===== src/rtl/matrix_pkg.sv =====
// matrix_pkg: shared constants, error codes and parser state encoding for the matrix text parser
package matrix_pkg;
    localparam int MAX_DIM   = 5;
    localparam int MAX_ELEMS = 25;
    localparam logic [7:0] ASCII_0  = 8'h30;
    localparam logic [7:0] ASCII_9  = 8'h39;
    localparam logic [7:0] ASCII_SP = 8'h20;
    localparam logic [7:0] ASCII_CR = 8'h0d;
    localparam logic [7:0] ASCII_LF = 8'h0a;
    typedef enum logic [1:0] {ERR_NONE, ERR_DIM, ERR_OVF, ERR_CHAR} err_t;
    typedef enum logic [2:0] {S_IDLE, S_GET_ROW, S_GET_COL, S_GET_ELEM, S_WRITE, S_COMMIT} state_t;
endpackage


===== src/rtl/matrix_input_parser_if.sv =====
// matrix_input_parser_if: UART byte stream in, element write burst and commit out
interface matrix_input_parser_if #(
    parameter int DATA_WIDTH = 9
);
    logic [7:0]            rx_data;
    logic                  rx_valid;
    logic                  wr_en;
    logic                  wr_ready;
    logic [2:0]            wr_row;
    logic [2:0]            wr_col;
    logic [4:0]            wr_idx;
    logic [DATA_WIDTH-1:0] wr_data;
    logic                  commit;
    modport master (
        input  rx_data, rx_valid, wr_ready,
        output wr_en, wr_row, wr_col, wr_idx, wr_data, commit
    );
    modport slave (
        output rx_data, rx_valid, wr_ready,
        input  wr_en, wr_row, wr_col, wr_idx, wr_data, commit
    );
endinterface


===== src/rtl/decimal_token_accumulator.sv =====
// decimal_token_accumulator: running decimal value of one token with sticky, saturating overflow
module decimal_token_accumulator #(
    parameter int DATA_WIDTH = 9,
    parameter int ELEM_MAX   = 511
) (
    input  logic                  clk,
    input  logic                  rst,
    input  logic                  digit_i,
    input  logic                  clr_i,
    input  logic [3:0]            digit_val_i,
    output logic [DATA_WIDTH-1:0] acc_o,
    output logic                  ovf_o
);
    localparam int WW = DATA_WIDTH + 4;
    localparam logic [WW-1:0] LIMIT = WW'(ELEM_MAX);
    logic [DATA_WIDTH-1:0] acc_q, acc_d;
    logic                  ovf_q, ovf_d;
    logic [WW-1:0]         prod;
    always_comb begin
        prod  = {4'b0, acc_q} * WW'(10) + {{(WW-4){1'b0}}, digit_val_i};
        acc_d = clr_i ? '0 : !digit_i ? acc_q : prod > LIMIT ? DATA_WIDTH'(ELEM_MAX) : prod[DATA_WIDTH-1:0];
        ovf_d = !clr_i && (ovf_q || (digit_i && prod > LIMIT));
    end
    always_ff @(posedge clk) begin
        if (rst) begin
            acc_q <= '0;
            ovf_q <= 1'b0;
        end else begin
            acc_q <= acc_d;
            ovf_q <= ovf_d;
        end
    end
    assign acc_o = acc_q;
    assign ovf_o = ovf_q;
endmodule


===== src/rtl/matrix_input_parser.sv =====
// matrix_input_parser: parses "m n e0 .. e(m*n-1)" ASCII text, buffers and validates it,
// then bursts the elements out and commits only when the whole matrix was legal
module matrix_input_parser #(
    parameter int DATA_WIDTH = 9,
    parameter int MAX_DIM    = matrix_pkg::MAX_DIM,
    parameter int ELEM_MAX   = 511
) (
    input  logic                   clk,
    input  logic                   rst,
    input  logic                   start,
    output logic                   busy,
    output logic                   done,
    output logic                   err,
    output logic [1:0]             err_code,
    matrix_input_parser_if.master  bus
);
    import matrix_pkg::*;
    state_t                state_q, state_d;
    err_t                  code_q, code_d;
    logic [2:0]            rows_q, rows_d, cols_q, cols_d;
    logic [4:0]            cnt_q, cnt_d, idx_q, idx_d, total;
    logic                  err_q, err_d, tok_q, tok_d;
    logic [DATA_WIDTH-1:0] buf_q [MAX_ELEMS];
    logic [DATA_WIDTH-1:0] acc;
    logic                  ovf, in_get, is_digit, is_sep, bad_char, tok_end, dim_ok, store, wr_en;
    assign in_get   = state_q inside {S_GET_ROW, S_GET_COL, S_GET_ELEM};
    assign is_digit = bus.rx_data >= ASCII_0 && bus.rx_data <= ASCII_9;
    assign is_sep   = bus.rx_data inside {ASCII_SP, ASCII_CR, ASCII_LF};
    assign bad_char = in_get && bus.rx_valid && !is_digit && !is_sep;
    // a separator only ends a token when at least one digit preceded it
    assign tok_end  = in_get && bus.rx_valid && is_sep && tok_q;
    assign dim_ok   = !ovf && acc != '0 && acc <= DATA_WIDTH'(MAX_DIM);
    assign total    = {2'b0, rows_q} * {2'b0, cols_q};
    decimal_token_accumulator #(.DATA_WIDTH(DATA_WIDTH), .ELEM_MAX(ELEM_MAX)) u_acc (
        .clk         (clk),
        .rst         (rst),
        .digit_i     (in_get && bus.rx_valid && is_digit),
        .clr_i       (tok_end || state_q == S_IDLE),
        .digit_val_i (bus.rx_data[3:0]),
        .acc_o       (acc),
        .ovf_o       (ovf)
    );
    always_comb begin
        state_d = state_q;
        code_d  = code_q;
        rows_d  = rows_q;
        cols_d  = cols_q;
        cnt_d   = cnt_q;
        idx_d   = idx_q;
        err_d   = 1'b0;
        store   = 1'b0;
        tok_d   = in_get && (bus.rx_valid ? is_digit : tok_q);
        case (state_q)
            S_IDLE: if (start) begin
                state_d = S_GET_ROW;
                code_d  = ERR_NONE;
                cnt_d   = '0;
                idx_d   = '0;
            end
            S_GET_ROW, S_GET_COL: if (bad_char || (tok_end && !dim_ok)) begin
                state_d = S_IDLE;
                err_d   = 1'b1;
                code_d  = bad_char ? ERR_CHAR : ERR_DIM;
            end else if (tok_end) begin
                state_d = state_q == S_GET_ROW ? S_GET_COL : S_GET_ELEM;
                rows_d  = state_q == S_GET_ROW ? acc[2:0] : rows_q;
                cols_d  = state_q == S_GET_COL ? acc[2:0] : cols_q;
            end
            S_GET_ELEM: if (bad_char || (tok_end && ovf)) begin
                state_d = S_IDLE;
                err_d   = 1'b1;
                code_d  = bad_char ? ERR_CHAR : ERR_OVF;
            end else if (tok_end) begin
                store   = 1'b1;
                cnt_d   = cnt_q + 5'd1;
                state_d = cnt_d == total ? S_WRITE : S_GET_ELEM;
            end
            S_WRITE: if (bus.wr_ready) begin
                state_d = idx_q == total - 5'd1 ? S_COMMIT : S_WRITE;
                idx_d   = idx_q == total - 5'd1 ? idx_q : idx_q + 5'd1;
            end
            S_COMMIT: state_d = S_IDLE;
            default:  state_d = S_IDLE;
        endcase
    end
    always_ff @(posedge clk) begin
        if (rst) begin
            state_q <= S_IDLE;
            code_q  <= ERR_NONE;
            rows_q  <= '0;
            cols_q  <= '0;
            cnt_q   <= '0;
            idx_q   <= '0;
            err_q   <= 1'b0;
            tok_q   <= 1'b0;
        end else begin
            state_q <= state_d;
            code_q  <= code_d;
            rows_q  <= rows_d;
            cols_q  <= cols_d;
            cnt_q   <= cnt_d;
            idx_q   <= idx_d;
            err_q   <= err_d;
            tok_q   <= tok_d;
        end
    end
    always_ff @(posedge clk) begin
        if (store) buf_q[cnt_q] <= acc;
    end
    assign wr_en       = state_q == S_WRITE;
    assign busy        = state_q != S_IDLE;
    assign done        = state_q == S_COMMIT;
    assign err         = err_q;
    assign err_code    = code_q;
    assign bus.wr_en   = wr_en;
    assign bus.commit  = state_q == S_COMMIT;
    assign bus.wr_row  = rows_q;
    assign bus.wr_col  = cols_q;
    assign bus.wr_idx  = idx_q;
    assign bus.wr_data = wr_en ? buf_q[idx_q] : '0;
endmodule

===== src/flat_wrapper.sv =====
// flat-port wrapper written by rule: the top's interface ports become plain ports
module matrix_input_parser_flat import matrix_pkg::*;
#(
    parameter int DATA_WIDTH = 9,
    parameter int MAX_DIM    = matrix_pkg::MAX_DIM,
    parameter int ELEM_MAX   = 511
)
  (clk, rst, start, busy, done, err, err_code, bus_rx_data, bus_rx_valid, bus_wr_ready, bus_wr_en, bus_wr_row, bus_wr_col, bus_wr_idx, bus_wr_data, bus_commit);
  matrix_input_parser_if #(.DATA_WIDTH(DATA_WIDTH)) bus_i ();
  input  logic clk;
  input  logic rst;
  input  logic start;
  output logic busy;
  output logic done;
  output logic err;
  output logic [1:0] err_code;
  input wire logic [$bits(bus_i.rx_data)-1:0] bus_rx_data;
  input wire logic [$bits(bus_i.rx_valid)-1:0] bus_rx_valid;
  input wire logic [$bits(bus_i.wr_ready)-1:0] bus_wr_ready;
  output wire logic [$bits(bus_i.wr_en)-1:0] bus_wr_en;
  output wire logic [$bits(bus_i.wr_row)-1:0] bus_wr_row;
  output wire logic [$bits(bus_i.wr_col)-1:0] bus_wr_col;
  output wire logic [$bits(bus_i.wr_idx)-1:0] bus_wr_idx;
  output wire logic [$bits(bus_i.wr_data)-1:0] bus_wr_data;
  output wire logic [$bits(bus_i.commit)-1:0] bus_commit;
  assign bus_i.rx_data = bus_rx_data;
  assign bus_i.rx_valid = bus_rx_valid;
  assign bus_i.wr_ready = bus_wr_ready;
  assign bus_wr_en = bus_i.wr_en;
  assign bus_wr_row = bus_i.wr_row;
  assign bus_wr_col = bus_i.wr_col;
  assign bus_wr_idx = bus_i.wr_idx;
  assign bus_wr_data = bus_i.wr_data;
  assign bus_commit = bus_i.commit;
  matrix_input_parser #(.DATA_WIDTH(DATA_WIDTH), .MAX_DIM(MAX_DIM), .ELEM_MAX(ELEM_MAX)) u_core (.clk(clk), .rst(rst), .start(start), .busy(busy), .done(done), .err(err), .err_code(err_code), .bus(bus_i));
endmodule

===== config.mk =====
export PLATFORM = sky130hd
export DESIGN_NAME = matrix_input_parser_flat
export DESIGN_NICKNAME = d
export VERILOG_FILES = /design/src/rtl/matrix_pkg.sv /design/src/rtl/matrix_input_parser_if.sv /design/src/rtl/decimal_token_accumulator.sv /design/src/rtl/matrix_input_parser.sv /design/src/flat_wrapper.sv
export SDC_FILE = /design/constraint.sdc
export NUM_CORES = 1
export LEC_CHECK = 0
export CAP_MARGIN = 40
export CORE_MARGIN = 2
export CORE_UTILIZATION = 40
export CTS_CLUSTER_SIZE = 10
export DETAILED_ROUTE_END_ITERATION = 8
export PLACE_DENSITY = 0.61
export SLEW_MARGIN = 5
export SYNTH_ARGS = -nofsm -noshare
export SYNTH_HDL_FRONTEND = slang
export SYNTH_SLANG_ARGS = --single-unit

===== constraint.sdc =====
create_clock -name clk -period 3.8 [get_ports clk]
set_input_delay 0.38 -clock clk [delete_from_list [all_inputs] [get_ports clk]]
set_output_delay 0.38 -clock clk [all_outputs]
set_load 0.05 [all_outputs]

After elaboration in Yosys (flattened, before gate mapping)
Memories as Yosys holds them, arrays and structs flattened. A register that Yosys moved wholly into a read port is not among the register bits.
Cells that the tools add are included.
{"block": "classes", "bitwise_logic": 1, "mux": 36, "n_mul": 2, "reduce_logical": 39, "eq_ne": 19, "n_lt_le_gt_ge": 4, "n_addsub": 4}
{"op": "5-bit two-way mux", "n": 7}
{"op": "4-bit AND reduction", "n": 6}
{"op": "3-bit two-way mux", "n": 7}
{"op": "5-bit case mux with 2 select lines", "n": 2}
{"op": "9-bit two-way mux", "n": 2}
{"op": "8-bit by 4-bit == test with 1-bit output (second input constant)", "n": 2}
{"op": "1-bit logical AND", "n": 14}
{"op": "13-bit by 4-bit adder with 13-bit output", "n": 1}
{"op": "13-bit by 9-bit > comparator with 1-bit output (second input constant)", "n": 1}
{"op": "9-bit by 3-bit multiplier with 12-bit output (second input constant)", "n": 1}
{"op": "3-bit case mux with 4 select lines", "n": 1}
{"op": "3-bit nonzero test", "n": 4}
{"op": "1-bit two-way mux", "n": 11}
{"op": "5-bit by 1-bit adder with 5-bit output (second input constant)", "n": 2}
{"op": "5-bit == test", "n": 2}
{"op": "2-bit inequality test (second input constant)", "n": 5}
{"op": "9-bit by 3-bit less-or-equal comparator with 1-bit output (second input constant)", "n": 1}
{"op": "9-bit nonzero test", "n": 1}
{"op": "8-bit by 6-bit == test with 1-bit output (second input constant)", "n": 1}
{"op": "8-bit by 6-bit >= comparator with 1-bit output (second input constant)", "n": 1}
{"op": "8-bit by 6-bit less-or-equal comparator with 1-bit output (second input constant)", "n": 1}
{"op": "2-bit two-way mux", "n": 4}
{"op": "3-bit by 2-bit == test with 1-bit output (second input constant)", "n": 2}
{"op": "3-bit == test (second input constant)", "n": 2}
{"op": "other kinds (14)", "n": 24}
{"block": "totals", "mem_count": 1, "output_inout_bits": 27, "in_bits": 13, "register_bits": 33, "ram_bits": 225}
{"memory": "u_core.buf_q", "words": 25, "width": 9, "read_ports": 1, "rd_ports_with_merged_regs": 1, "write_ports": 1, "line_no": "matrix_input_parser.sv:23", "text": "logic [DATA_WIDTH-1:0] buf_q [MAX_ELEMS];"}

Depth between registers and ports, before layout
Gate-level depths: netlist of the first run.
{"block": "logic_depth", "ltp_word": 11, "mapped_depth": 10, "depth_no_buf": 10}

Hierarchy
From an unflattened synthesis of the first run, not the netlist that was laid out.
{"block": "hier_totals", "cells_unflattened": 708, "hier_area_um2": 11667.4}
{"mod": "matrix_input_parser", "cells_per_inst": 608, "n_inst": 1, "area_each_um2": 10692.8}
{"mod": "decimal_token_accumulator", "cells_per_inst": 100, "n_inst": 1, "area_each_um2": 974.7}

Least setup slack after synthesis of the first run
Ideal clock, no wire load.
{"block": "synth_path", "path_type": "register to register", "start": "register u_core.rows_q[0] (netlist: u_core.bus.wr_row[0])", "end": "register u_core.state_q[2]", "t_arrival_ps": 3241, "path_stages_with_launch": 10, "setup_time_ps": 71, "required_time_ps": 3729, "period_less_slack_ps": 3312, "path_slack_ps": 488, "cell_sequence": "dfxtp_1 > and2_1 > fa_1 > ha_1 > fa_1 > xor2_1 > xnor2_1 > or4_1 > or3_1 > a21oi_1"}
{"block": "synth_via", "elab_chain_cells": 6}
{"item": "from (decl)", "line_no": "matrix_input_parser.sv:20", "text": "logic [2:0] rows_q, rows_d, cols_q, cols_d;"}
{"item": "from (signal assigned)", "line_no": "matrix_input_parser.sv:99", "text": "rows_q <= rows_d;"}
{"item": "3-bit by 3-bit multiplier with 5-bit output", "line_no": "matrix_input_parser.sv:33", "text": "assign total = {2'b0, rows_q} * {2'b0, cols_q};"}
{"item": "5-bit == test", "line_no": "matrix_input_parser.sv:76", "text": "state_d = cnt_d == total ? S_WRITE : S_GET_ELEM;"}
{"item": "3-bit two-way mux", "line_no": "matrix_input_parser.sv:76"}
{"item": "3-bit two-way mux", "line_no": "matrix_input_parser.sv:73", "text": "end else if (tok_end) begin"}
{"item": "3-bit two-way mux", "line_no": "matrix_input_parser.sv:69", "text": "S_GET_ELEM: if (bad_char || (tok_end && ovf)) begin"}
{"item": "3-bit case mux with 4 select lines", "line_no": "matrix_input_parser.sv:53", "text": "case (state_q)"}
{"item": "to (signal assigned)", "line_no": "matrix_input_parser.sv:97", "text": "state_q <= state_d;"}
{"item": "to (decl)", "line_no": "matrix_input_parser.sv:18", "text": "state_t state_q, state_d;"}
No other way between the ends. The select of a mux whose other input is x is not followed.
A chain may end at the register's enable or synchronous reset.

==> results of run 1 <==
cell families (layout without fill, tap and decap cells):
kind of cell / after synthesis / count (layout) / share of synthesized area
AO/OA/AOI/OAI: 95 / 95 / 0.05255
XOR/XNOR: 24 / 24 / 0.01824
adder cells (fa/ha/maj): 31 / 31 / 0.03604
buffers and inverters: 47 / 142 / 0.01780
flip-flops: 263 / 263 / 0.6523
multiplexers: 90 / 90 / 0.1468
AND/OR/NAND/NOR: 169 / 169 / 0.07632
routing by layer:
| metal | share of wire | global-route usage | vias up |
|---|---|---|---|
| li1 | - | - | 3004 |
| met1 | 0.44 | 0.2365 | 3326 |
| met2 | 0.49 | 0.2943 | 201 |
| met3 | 0.052 | 0.02500 | 41 |
| met4 | 0.022 | 0.04237 | 0 |
| met5 | 0 | 0 | - |
cells in the final DEF, fill, tap and decap left out, drive strengths merged, types with 5 or more instances in the layout:
cell type      instances
or3b                   5
nor4                   8
or3                    8
mux2i                 25
clkbuf                40
ha                    26
a31oi                 11
inv                   14
nand3                  9
mux4                  63
edfxtp               225
xor2                   7
nor2                  59
a211oi                10
o21ai                 32
dfxtp                 38
clkdlybuf4s50         30
dlymetal6s2s           6
xnor2                 17
a21oi                 20
and2                   8
nor3                   9
buf                   45
nand2                 34
per-stage QoR:
stage / instance area, um2 / std cells / total power, W / util
floorplan: 11520 / 719 / 0.003245 / -
CTS: 13480 / 1198 / 0.005887 / 0.4723
global placement: 12600 / 1152 / 0.003285 / 0.4415
detailed placement: 12610 / 1153 / 0.003288 / 0.4418
finish: 13500 / 1198 / 0.005829 / 0.4729
global route: 13500 / 1198 / 0.006022 / 0.4729
worst reg2reg max path, delay by kind of cell (launching register included):
kind	cells	cell delay (ps)
adder cells (fa/ha/maj)	3	1230
flip-flops	1	350
AO/OA/AOI/OAI	2	590
XOR/XNOR	2	290
AND/OR/NAND/NOR	3	780
power groups by stage:
stage                     combinational (W)  sequential, W  clock, W
after global placement             0.000122        0.00316         0
after global routing               0.000138        0.00310   0.00278
after detailed placement           0.000124        0.00316         0
after CTS                          0.000126        0.00310   0.00266
final                              0.000125        0.00311   0.00260
after floorplan                   0.0000799        0.00317         0
state kept, by name, indices dropped and copies added (netlist names), named ones only:
name                flops
u_core.state_q          3
u_core.u_acc.ovf_o      1
u_core.u_acc.acc_o      9
u_core.cnt_q            5
u_core.bus.wr_col       3
u_core.bus.wr_idx       5
u_core.buf_q          225
u_core.err_code         2
u_core.err              1
u_core.tok_q            1
u_core.bus.wr_row       3
final timing paths:
check                           depth (start not counted)  slack (ps)                            endpoint                              start
worst max-delay path                                    6         320                      bus_wr_data[6]                          flip-flop
worst min-delay path                                    3         470  u_core.u_acc.acc_o[0]$_SDFFE_PP0P_                     bus_rx_data[0]
worst max register to register                         10         440                           flip-flop  u_core.bus.wr_row[0]$_SDFFE_PP0P_
worst min register to register                          2         540       u_core.u_acc.ovf_o$_SDFF_PP0_      u_core.u_acc.ovf_o$_SDFF_PP0_
cell type report:
cell class,count,area (um2),share of cell area
Inverter,13,48.80,0.003615
Clock buffer,40,809.5,0.05997
Timing Repair Buffer,84,764.5,0.05663
Multi-Input combinational cell,409,3807,0.2820
Sequential cell,263,7522,0.5572
Clock inverter,5,66.31,0.004912
Tap cell,384,480.5,0.03559
timing repair:
| action | in CTS | in global routing |
|---|---|---|
| setup endpoints to repair | 3 | 6 |
| hold buffers | 0 | 0 |
| pin swaps | 0 | 0 |
| resized for setup | 3 | 6 |
==> results.cfg, run 1 <==
[clock_tree]
cts.clk_slew.worst_paths_ps = 50
clockBufferDepth = 3
cts_setup_buffers = 0
cts_buffers = 31
cts-root-buf = clkbuf_16
cts.sink_count = 263
htreeDepth = 1
clock_latency_ps = 550
cts_tree = built

[power_and_ir_drop]
combPwrFrac = 0.021
p_sw_w = 0.001145
power.density_nw_per_um2 = 431.8
irDropWorstVdd_mv = 0.3555
switching_share = 0.1964
leakage_nw = 4.960
p_seq_frac = 0.533
pwr-share-clk = 0.446
p_int_w = 0.004684

[die]
die_w_um = 173.7
rows = 62
io_pins = 40
start_util = 0.4037
die-area_um2 = 30190
die_y_um = 173.7
core_um2 = 28550

[timing]
tightest_slew_ps = 838.2
relSlewSlack = 0.4405
finalSetupViolCount = 0
fin_worst_skew_ps = 11.78
fin_crit_sh = 0.9147
slew_violations = 0
max_freq_mhz = 287.7
setup_ws_ps = 324.0
hold_viol_final = 0
min_period_ps = 3476
final.setup.tns_ps = 0
rsz0062_at_grt = false
hold-worst-slack_ps = 468.0

[synth]
synth_commonest_cells = edfxtp_1 (225), mux4_2 (63), nor2_1 (59)
async_flop_share = 0
netlist.area_leader.share = 0.5863
synthesis.nets = 762
synth_edf_count = 225
netlist_instances = 719
ys_seq_elements = 263
synth_warnings = 0
synthesis.area_um2 = 11520
ys.flop_type = edfxtp_1
synth.most_common_cell = edfxtp_1
yosys-top-cells-area = edfxtp_1 (59%), mux4_2 (12%), dfxtp_1 (6.6%)
synth-seq-area-share = 0.6523
synth_area_leader_cell = edfxtp_1
yosysUniqueCellTypes = 61
avgSynthCellArea_um2 = 16.03

[global_routing]
grt_pass1_wl_um = 40270
grt_usage = 0.1733
grt_antenna_before_repair = 0
grt_max_degree = 46
grt_pass1_vias = 6829
grt-ovfl-total = 0

[routing]
drt_first_pass_iters = 5
totalWireLength_um = 25700
post_drt_wl_per_cell_um = 21.45
ant_nets = 0
drc = 0
drt_iter0_markers = 464
routed_via_density = 5.486
num_vias = 6572

[setup_path]
critPathTopFamily = multiplexers
path_common_cell = mux4_2
critical-path-slowest-cell = mux4_2
path_buf_inv = 2
max_stage_delay_ps = 550
critical_path_peak_fanout = 19
path_cells = buf_4 -> mux4_2 -> mux4_2 -> mux2i_1 -> nor2_1 -> dlygate4sd2_1
crit_path_start_kind = flip-flop
cp.arrival_ps = 3100
required_ps = 3420
endpoint_kind = output pin
path_class = reg -> out

[job]
maxCapViolations = 0

[finish]
diodes = 0
area_growth_pct = 17.13
final_nets = 845
fill_cells = 2461
drive_gt1_frac = 0.2015

[status]
status = completed

[min_path]
hold_path_class = in -> reg

[place]
place_ws_ps = 452.6
dp_hpwl_um = 16600
gp_congestion = 0.7674
port_buffers = 39
No activity file was read; power rests on OpenSTA's default activity.
==> run 2: changes to the inputs <==
--- a/config.mk
+++ b/config.mk
@@ -7,10 +7,10 @@
 export LEC_CHECK = 0
 export CAP_MARGIN = 40
 export CORE_MARGIN = 2
-export CORE_UTILIZATION = 40
+export CORE_UTILIZATION = 30
 export CTS_CLUSTER_SIZE = 10
 export DETAILED_ROUTE_END_ITERATION = 8
-export PLACE_DENSITY = 0.61
+export PLACE_DENSITY = 0.5
 export SLEW_MARGIN = 5
 export SYNTH_ARGS = -nofsm -noshare
 export SYNTH_HDL_FRONTEND = slang
==> constraint.sdc (replaced) <==
create_clock -name clk -period 4.4 [get_ports clk]
set_input_delay 0.44 -clock clk [delete_from_list [all_inputs] [get_ports clk]]
set_output_delay 0.44 -clock clk [all_outputs]
set_load 0.05 [all_outputs]
==> results.cfg, run 2 (same netlist as run 1, synthesis figures left out) <==
[min_path]
hold_path_class = in -> reg

[power_and_ir_drop]
power.density_nw_per_um2 = 365.5
total_power_w = 0.004972
irDropWorstVdd_mv = 0.2027
leakage_nw = 4.841

[timing]
finalSetupViolCount = 0
setup_ws_ps = 414.7
fin_crit_sh = 0.9058
slew_violations = 0
relSlewSlack = 0.4684
hold_viol_final = 0
min_period_ps = 3985
hold-worst-slack_ps = 525.6
final.setup.tns_ps = 0
max_freq_mhz = 250.9
tightest_slew_ps = 796.2
fin_worst_skew_ps = 25.75
rsz0062_at_grt = false

[place]
dp_hpwl_um = 17510
port_buffers = 39
place_ws_ps = 901.2
gp_congestion = 0.7337

[die]
start_util = 0.3053
die-area_um2 = 40000
core_um2 = 37760
io_pins = 40
die_y_um = 200
rows = 71
die_w_um = 200

[setup_path]
crit_path_start_kind = flip-flop
rr_worst_depth = 10
critical_path_peak_fanout = 26
rr_startpoint = u_core.bus.wr_row[0]$_SDFFE_PP0P_
endpoint = bus_wr_data[5]
rrSetupSlack_ps = 1130
required_ps = 3960
path_class = reg -> out
endpoint_kind = output pin
cp.arrival_ps = 3550

[clock_tree]
clockBufferDepth = 3
cts_buffers = 30
htreeDepth = 1
cts_setup_buffers = 0
clock_latency_ps = 560
cts-root-buf = clkbuf_16
cts.clk_slew.worst_paths_ps = 60
cts.sink_count = 263
cts_tree = built
postCtsHoldBufs = 0
ctsResizeCount = 0

[global_routing]
grt_pass1_vias = 6595
grt_pass1_wl_um = 42130
grt_max_degree = 34
grt-ovfl-total = 0
grt_antenna_before_repair = 1
grt_usage = 0.1419

[finish]
area_growth_pct = 18.02
layout_common_cells = edfxtp_1 (225), mux4_2 (63), nor2_1 (59)
diodes = 0
largest_reg_flops = 225
largest-register = u_core.buf_q
mostFrequentLayoutCell = edfxtp_1
final_nets = 845
post-route-util = 0.3603
drive_gt1_frac = 0.2020

[routing]
ant_nets = 0
drt_iter0_markers = 388
routed_via_density = 4.895
totalWireLength_um = 27390
num_vias = 6476
drt_first_pass_iters = 4
post_drt_wl_per_cell_um = 20.70
drc = 0

[job]
maxCapViolations = 0

[status]
status = completed
==> run 2: critical path, stage by stage (launching register included) <==
cell and delay, ps:
dfxtp_4 650, buf_12 290, mux4_2 550, mux4_2 460
mux2i_1 230, nor2_1 80, clkdlybuf4s50_1 720
==> run 2: worst min-delay path by stage <==
stage / slack (ps) / start / to / cells past startpoint
final: 530 / bus_rx_data[0] / u_core.u_acc.acc_o[0]$_SDFFE_PP0P_ / 3
after global routing: 560 / bus_rx_data[0] / u_core.u_acc.acc_o[0]$_SDFFE_PP0P_ / 3
after CTS: 510 / bus_rx_data[0] / u_core.u_acc.acc_o[0]$_SDFFE_PP0P_ / 3
after detailed placement: 530 / u_core.err_code[1]$_SDFFE_PP0P_ / u_core.err_code[1]$_SDFFE_PP0P_ / 3
after global placement: 530 / u_core.u_acc.ovf_o$_SDFF_PP0_ / u_core.u_acc.ovf_o$_SDFF_PP0_ / 2
after floorplan: 470 / u_core.u_acc.ovf_o$_SDFF_PP0_ / u_core.u_acc.ovf_o$_SDFF_PP0_ / 2
==> run 2: cell type report <==
cell class	instances	area, um2
Clock inverter	1	16.27
Clock buffer	41	812.0
Tap cell	511	639.4
Multi-Input combinational cell	409	3807
Fill cell	3593	24150
Inverter	13	48.80
Sequential cell	263	7522
Timing Repair Buffer	85	755.7
==> run 2: report_power, final <==
group          internal [W]  total [W]  leakage [nW]  switching, W
Sequential          0.00267    0.00268          2.87    0.00000996
Clock               0.00126    0.00218         0.402      0.000920
Combinational     0.0000431   0.000111          1.57     0.0000681
==> run 2: metal layers <==
metal,GRT usage,wire [um],vias to the layer above,share of wire
li1,-,-,3000,-
met1,0.2101,12800,3265,0.47
met2,0.2224,12310,171,0.45
met3,0.02151,1760,40,0.064
met4,0.02798,515,0,0.019
met5,0,0,-,0
==> run 2: through the flow <==
step	cells	area, um2
detailed placement	1281	12770
finish	1323	13600
floorplan	719	11520
global placement	1279	12750
CTS	1323	13600
global route	1323	13600
